### src/rtl/regdump_pkg.sv
// Shared definitions for the register-dump reader.
//   ADDR_W / DATA_W / BYTE_W : default widths of the 32 x 32-bit register file
//                              and of the byte stream
//   BYTES_PER_WORD           : byte lanes per register word
//   state_t                  : dump sequencer states
package regdump_pkg;

    localparam int ADDR_W         = 5;
    localparam int DATA_W         = 32;
    localparam int BYTE_W         = 8;
    localparam int BYTES_PER_WORD = DATA_W / BYTE_W;

    typedef enum logic [1:0] {
        S_IDLE  = 2'd0,
        S_FETCH = 2'd1,
        S_SEND  = 2'd2,
        S_DONE  = 2'd3
    } state_t;

endpackage

### src/rtl/reg_dump_reader.sv
// reg_dump_reader
// Walks an inclusive (wrapping) register address range through one read port
// of the register file, snapshots each word, and streams it out as bytes,
// least-significant byte first, over a valid/ready interface.
//
// Ports:
//   clk, Reset            clock, asynchronous active-high reset
//   Start                 begin a dump (only honoured in IDLE)
//   Abort                 cancel the current dump, no Done
//   First_Addr, Last_Addr inclusive address range, sampled with Start
//   Rd_Addr / Rd_Data     register file read port (address registered,
//                         data combinational from the register file)
//   Byte_Out, Byte_Idx    current byte and its lane within the word
//   Byte_Valid/Byte_Ready byte handshake
//   Busy                  high whenever not IDLE
//   Done                  one-cycle pulse after the final byte is accepted
module reg_dump_reader #(
    parameter int ADDR_W = regdump_pkg::ADDR_W,
    parameter int DATA_W = regdump_pkg::DATA_W,
    parameter int BYTE_W = regdump_pkg::BYTE_W
) (
    input  logic              clk,
    input  logic              Reset,
    input  logic              Start,
    input  logic              Abort,
    input  logic [ADDR_W-1:0] First_Addr,
    input  logic [ADDR_W-1:0] Last_Addr,
    output logic [ADDR_W-1:0] Rd_Addr,
    input  logic [DATA_W-1:0] Rd_Data,
    output logic [BYTE_W-1:0] Byte_Out,
    output logic              Byte_Valid,
    input  logic              Byte_Ready,
    output logic [1:0]        Byte_Idx,
    output logic              Busy,
    output logic              Done
);
    import regdump_pkg::*;

    localparam int         LANES     = DATA_W / BYTE_W;
    localparam logic [1:0] LAST_LANE = 2'(LANES - 1);

    state_t              state_q, state_d;
    logic [ADDR_W-1:0]   rd_addr_q, rd_addr_d;
    logic [ADDR_W-1:0]   last_q, last_d;
    logic [DATA_W-1:0]   word_q, word_d;
    logic [1:0]          byte_idx_q, byte_idx_d;
    logic                byte_valid_q, byte_valid_d;
    logic                busy_q, busy_d;
    logic                done_q, done_d;

    always_comb begin
        state_d    = state_q;
        rd_addr_d  = rd_addr_q;
        last_d     = last_q;
        word_d     = word_q;
        byte_idx_d = byte_idx_q;

        case (state_q)
            S_IDLE: begin
                if (Start) begin
                    last_d    = Last_Addr;
                    rd_addr_d = First_Addr;
                    state_d   = S_FETCH;
                end
            end
            S_FETCH: begin
                // Snapshot: later writes to this register never reach the stream.
                word_d     = Rd_Data;
                byte_idx_d = 2'd0;
                state_d    = S_SEND;
            end
            S_SEND: begin
                if (Byte_Ready) begin
                    if (byte_idx_q != LAST_LANE) begin
                        byte_idx_d = byte_idx_q + 2'd1;
                    end else if (rd_addr_q == last_q) begin
                        state_d = S_DONE;
                    end else begin
                        // Natural ADDR_W-bit overflow gives the 31 -> 0 wrap.
                        rd_addr_d = rd_addr_q + 1'b1;
                        state_d   = S_FETCH;
                    end
                end
            end
            S_DONE: begin
                state_d = S_IDLE;
            end
            default: begin
                state_d = S_IDLE;
            end
        endcase

        // Abort overrides any accept or Done; address and lane index hold.
        if (Abort && (state_q != S_IDLE)) begin
            state_d    = S_IDLE;
            rd_addr_d  = rd_addr_q;
            byte_idx_d = byte_idx_q;
            word_d     = word_q;
        end

        // Status outputs are registered decodes of the next state, so they
        // line up exactly with the state they describe.
        busy_d       = (state_d != S_IDLE);
        byte_valid_d = (state_d == S_SEND);
        done_d       = (state_d == S_DONE);
    end

    always_ff @(posedge clk or posedge Reset) begin
        if (Reset) begin
            state_q      <= S_IDLE;
            rd_addr_q    <= '0;
            last_q       <= '0;
            word_q       <= '0;
            byte_idx_q   <= 2'd0;
            byte_valid_q <= 1'b0;
            busy_q       <= 1'b0;
            done_q       <= 1'b0;
        end else begin
            state_q      <= state_d;
            rd_addr_q    <= rd_addr_d;
            last_q       <= last_d;
            word_q       <= word_d;
            byte_idx_q   <= byte_idx_d;
            byte_valid_q <= byte_valid_d;
            busy_q       <= busy_d;
            done_q       <= done_d;
        end
    end

    // Byte-lane mux: driven only from registered word_q and byte_idx_q.
    logic [BYTE_W-1:0] lane [LANES];
    for (genvar gi = 0; gi < LANES; gi++) begin : g_lane
        assign lane[gi] = word_q[gi*BYTE_W +: BYTE_W];
    end

    assign Byte_Out   = lane[byte_idx_q];
    assign Byte_Idx   = byte_idx_q;
    assign Byte_Valid = byte_valid_q;
    assign Rd_Addr    = rd_addr_q;
    assign Busy       = busy_q;
    assign Done       = done_q;

endmodule

### config.mk
export PLATFORM = sky130hd
export DESIGN_NAME = reg_dump_reader
export DESIGN_NICKNAME = d
export VERILOG_FILES = /design/src/rtl/regdump_pkg.sv /design/src/rtl/reg_dump_reader.sv
export SDC_FILE = /design/constraint.sdc
export NUM_CORES = 1
export LEC_CHECK = 0
export BUFFER_PORTS_ARGS = -buffer_cell sky130_fd_sc_hd__clkbuf_2
export CORE_AREA = 5 5 104 67
export CTS_BUF_LIST = sky130_fd_sc_hd__clkbuf_4
export DETAILED_ROUTE_END_ITERATION = 16
export DIE_AREA = 0 0 109 72
export HOLD_SLACK_MARGIN = 0.1
export PLACE_DENSITY = 0.65
export RECOVER_POWER = 25
export SYNTH_ARGS = -nofsm -noshare
export SYNTH_HDL_FRONTEND = slang
export SYNTH_SLANG_ARGS = --single-unit
### constraint.sdc
create_clock -name clk -period 1.5 [get_ports clk]
set_input_delay 0.3 -clock clk [delete_from_list [all_inputs] [get_ports clk]]
set_output_delay 0.3 -clock clk [all_outputs]
set_load 0.02 [all_outputs]
* After elaboration in Yosys (flattened, before gate mapping)
Cells that the tools add are included.
Widths: inputs -> output; s select.
** Cells by class
- $add $sub $neg :: 2
- Magnitude comparators :: 1
- Equal/unequal tests :: 12
- Mux-type cells :: 17
- Bitwise gates (word level) :: 2
- Reduce and logical (&&, ||, !) cells :: 10
** Operators with widths (count)
- $mux 5 :: 4
- $bmux 8 s2 :: 1
- $mux 8 :: 2
- $mux 2 :: 7
- $ne 2x2->1 const B :: 6
- $pmux 5 s2 :: 1
- $eq 2x2->1 const B :: 4
- $pmux 2 s4 :: 1
- $reduce_bool 2->1 :: 4
- $reduce_and 6->1 :: 1
- $add 5x1->5 const B :: 1
- $eq 5x5->1 :: 1
- $pmux 2 s2 :: 1
- $reduce_and 2->1 :: 2
- $reduce_and 4->1 :: 1
- $ge 3x3->1 const B :: 1
- $not 2->3 :: 1
- $add 2x1->2 const B :: 1
- $eq 2x1->1 const B :: 1
- $logic_not 2->1 :: 1
- $logic_and 1x1->1 :: 1
- $not 1->1 :: 1
** Word-level totals
- Register bits after elaboration :: 49
- Input port bits :: 47
- Output and inout bits :: 18
- Word-level logic and storage cells :: 52

* Logic depth before layout (Yosys ltp)
- Word-level depth :: 7
- Depth in mapped cells :: 6
- Gate-level depth less buffers :: 5

* Least setup slack after synthesis
Ideal clock, no wire load.
- Kind :: register to register
- Start point :: register rd_addr_q[2], in the netlist Rd_Addr[2]
- End point :: register rd_addr_q[1], in the netlist Rd_Addr[1]
- Setup time :: 0.125 ns
- Arrival :: 1.518 ns
- Required time :: 1.375 ns
- Slack :: -0.143 ns
- Stages on the path, launching flop included :: 5
- Path buffers :: 0
- Clock period less this slack :: 1.643 ns
- Cell sequence :: dfrtp_1 xor2_1 nor4_4 a21oi_2 mux2_4
** Between the ends
- Word-level cells in the longest chain between the ends :: 3
** RTL lines
- from (decl) :: RTL line reg_dump_reader.sv:43 : logic [ADDR_W-1:0] rd_addr_q, rd_addr_d;
- from (signal assigned) :: RTL line reg_dump_reader.sv:120 : rd_addr_q <= rd_addr_d;
- $eq 5x5->1 :: RTL line reg_dump_reader.sv:76 : end else if (rd_addr_q == last_q) begin
- $ne 2x2->1 (no line)
- $reduce_and 6->1 (no line)
No other way between the ends.
A chain may end at the register's enable or synchronous reset.

* Worst setup path after layout
- Start point :: register byte_idx_q[1], in the netlist Byte_Idx[1]
- End point :: output Byte_Out[7]
** Between the ends
- Word-level cells in the longest chain between the ends :: 4
** RTL lines
- from (decl) :: RTL line reg_dump_reader.sv:46 : logic [1:0] byte_idx_q, byte_idx_d;
- from (signal assigned) :: RTL line reg_dump_reader.sv:123 : byte_idx_q <= byte_idx_d;
- $not 2->3 (implied by the code) :: RTL line reg_dump_reader.sv:136 : assign Byte_Out = lane[byte_idx_q];
- $bmux 8 s2 :: RTL line reg_dump_reader.sv:136
- $mux 8 (implied by the code) (2 in a row) :: RTL line reg_dump_reader.sv:136
- to (decl) :: RTL line reg_dump_reader.sv:30 : output logic [BYTE_W-1:0] Byte_Out,
No other way between the ends. The select of a mux whose other input is x is not followed.

==> impl_metrics.ini <==
[status]
status = finished, violations left
violations = setup timing

[finish]
synthToLayoutAreaGrowth_pct = 49.3
nFillCells = 499
post-route-util_pct = 57.9
seq_area_um2 = 1230
drive_above_1_share_pct = 66.9
n_antenna_cell = 0
multi_input_area_um2 = 1220
fin_nets = 308

[worst_setup_path]
startpoint_type = register
cp_slowest_cell = mux4_2
endpoint = Byte_Out[7]
endpoint_kind = primary output
slowest_delay_ps = 520
rr_worst_depth = 6
crit_start = Byte_Idx[1]$_DFFE_PP0P_
path_cells = buf_6 -> mux4_2 -> buf_8
path_delay_family = multiplexers
arrival_ps = 1580
cp.required_ps = 1200
timing.rr.start = Byte_Idx[1]$_DFFE_PP0P_
worstSetupPathType = register to primary output
r2r_slack_ps = -140
critical_path.max_fanout = 4
crit_buf_inv = 2
r2r-end = Rd_Addr[1]$_DFFE_PP0P_
path_depth = 3

[yosys]
netlist_area_um2 = 2290
synth_top_area_share_pct = 53.5
synth_common_cells = dfrtp_1 (49), mux2_2 (34), mux4_2 (8)
yosys_register_bits = 49
ys_types = 33
synth_warnings = 0
syn-num-nets = 209
synth-edff-count = 0
syn_avg_cell_area_um2 = 14.3
synth_area_leader_cell = dfrtp_1
yosys-top-cells-area = dfrtp_1 (53%), mux2_2 (17%), mux4_2 (7.9%)
synth_cells = 160
ys_seq_area_share_pct = 53.5
async_flop_share_pct = 100
synth_ff_type = dfrtp_1
post-synth-top-count-cell = dfrtp_1

[clock_network]
clk_pin_slew_ps = 140
insertion_delay_ps = 350
clock_path_buffers = 2
htree_levels = 2
cts_tree = yes
numClockSinks = 49
cts-root-buf = clkbuf_4
cts_inserted_buffers = 5

[floorplanning]
die_area_um2 = 7850
start_util_pct = 38.8
core_um2 = 5920
ios = 65
row_count = 22
fp.dieW_um = 109
die_h_um = 72

[sta]
finalWorstSetupSlack_ps = -380
rsz0062_at_grt = yes
slew_headroom_pct = 55.6
maxSlewViolCount = 0
tightest_slew_ps = 665
hold_viol = 0
finalSetupViolCount = 36
clock_skew_ps = 6.65
clock.fmax_ghz = 0.532
fin_crit_ps = 1880
period_share_pct = 125

[detailed_routing]
dr.pass1.iters = 4
avgViaCountPerCell = 4.83
wire_per_inst_um = 16.5
route.detailed.drc = 0
drt_wl_total_um = 5670
ant_nets = 0
first_iter_violations = 38
dr_total_vias = 1660

[placed_design]
dpl.hpwl_um = 3680
dp_slack_ps = -35.8
portBuffers = 64
place_congestion = 0.841

[run]
maxCapViolations = 0

[min_path]
hp-class = primary input to register
hp-start = Last_Addr[3]

[grt]
grt_max_degree = 34
grt_pass1_wl_um = 8330
grt_use_total_pct = 13.5
antenna_found_initial = 0
grt_pass1_vias = 1731
grt-ovfl-total = 0

[pwr]
power_per_cell_area_nw_per_um2 = 1580
finalPower_mw = 5.40
leakage_nw = 1.59
ir_drop_uv = 628
-- routing by layer --
metal	GRT usage (%)	share of wire, %	wire [um]
met1	19.0	49	2770
met2	20.6	47	2660
met3	3.73	3.8	215
met4	3.64	0.34	19
met5	0	0	0
-- layout by cell type, fill, tap and decap left out, drive strengths merged --
master / instances
clkbuf: 63
dfrtp: 49
buf: 40
mux2: 38
mux4: 8
nand2: 6
xor2: 5
nor2: 5
a21oi: 5
inv: 4
nand3: 3
a221oi: 3
a2bb2oi: 3
a21o: 3
o2bb2ai: 2
nand2b: 2
o22ai: 2
o21ai: 2
mux2i: 2
ha: 2
nor3: 1
nand3b: 1
nor4b: 1
a22oi: 1
nor4: 1
nor2b: 1
nand4b: 1
a211o: 1
a211oi: 1
bufinv: 1
clkinv: 1
clkinvlp: 1
dlygate4sd3: 1
-- where the power goes --
group,switching (mW),total (mW),internal (mW)
registers,0.292,2.06,1.77
logic,1.04,2.57,1.53
clock network,0.419,0.765,0.346
total,1.75,5.40,3.64
-- layout make-up --
cell class,instances,area share (%)
Sequential cell,49,36.0
Multi-Input combinational cell,100,35.6
Timing Repair Buffer,99,22.6
Tap cell,84,3.07
Clock inverter,3,1.21
Clock buffer,5,1.10
Inverter,4,0.438
-- through the flow --
| stage | hold slack, ps | area [um^2] | std cells | TNS, ps |
|---|---|---|---|---|
| after floorplan | 363 | 2300 | 160 | -415 |
| after global placement | 299 | 2880 | 322 | -9.40 |
| after detailed placement | 298 | 2880 | 322 | -65.5 |
| after CTS | 142 | 3060 | 335 | -3290 |
| after global routing | 135 | 3420 | 344 | -5830 |
| final | 162 | 3420 | 344 | -3830 |
-- how the worst min path moves through the flow --
stage	endpoint	slack, ps	cells past startpoint
floorplan	state_q[1]$_DFF_PP0_	360	1
global placement	last_q[4]$_DFFE_PP0P_	300	2
detailed placement	last_q[1]$_DFFE_PP0P_	300	2
CTS	word_q[14]$_DFFE_PP0P_	140	2
global route	word_q[28]$_DFFE_PP0P_	130	2
finish	last_q[3]$_DFFE_PP0P_	160	2
-- registers in the layout, indices dropped and copies added (netlist names) --
name	flops
Byte_Valid	1
Byte_Idx	2
last_q	5
Done	1
Busy	1
state_q	2
word_q	32
Rd_Addr	5
-- what timing repair did --
item,CTS,global route
hold buffers,1,0
setup buffers,4,5
pin swaps,4,5
endpoints found under the setup margin,16,49
cloned,0,4
hold endpoints to repair,16,0
gates resized for setup,13,70
-- cell families after synthesis --
group / count (synthesis) / share of synthesized area, %
AOI/OAI and AO/OA: 23 / 7.37
xor gates and xnor gates: 5 / 1.91
adders and majority gates: 2 / 1.09
buffers and inverters: 11 / 2.51
DFF: 49 / 53.5
muxes: 48 / 27.6
and+or+nand+nor: 22 / 6.11
Power figures use the tool's default switching activity.
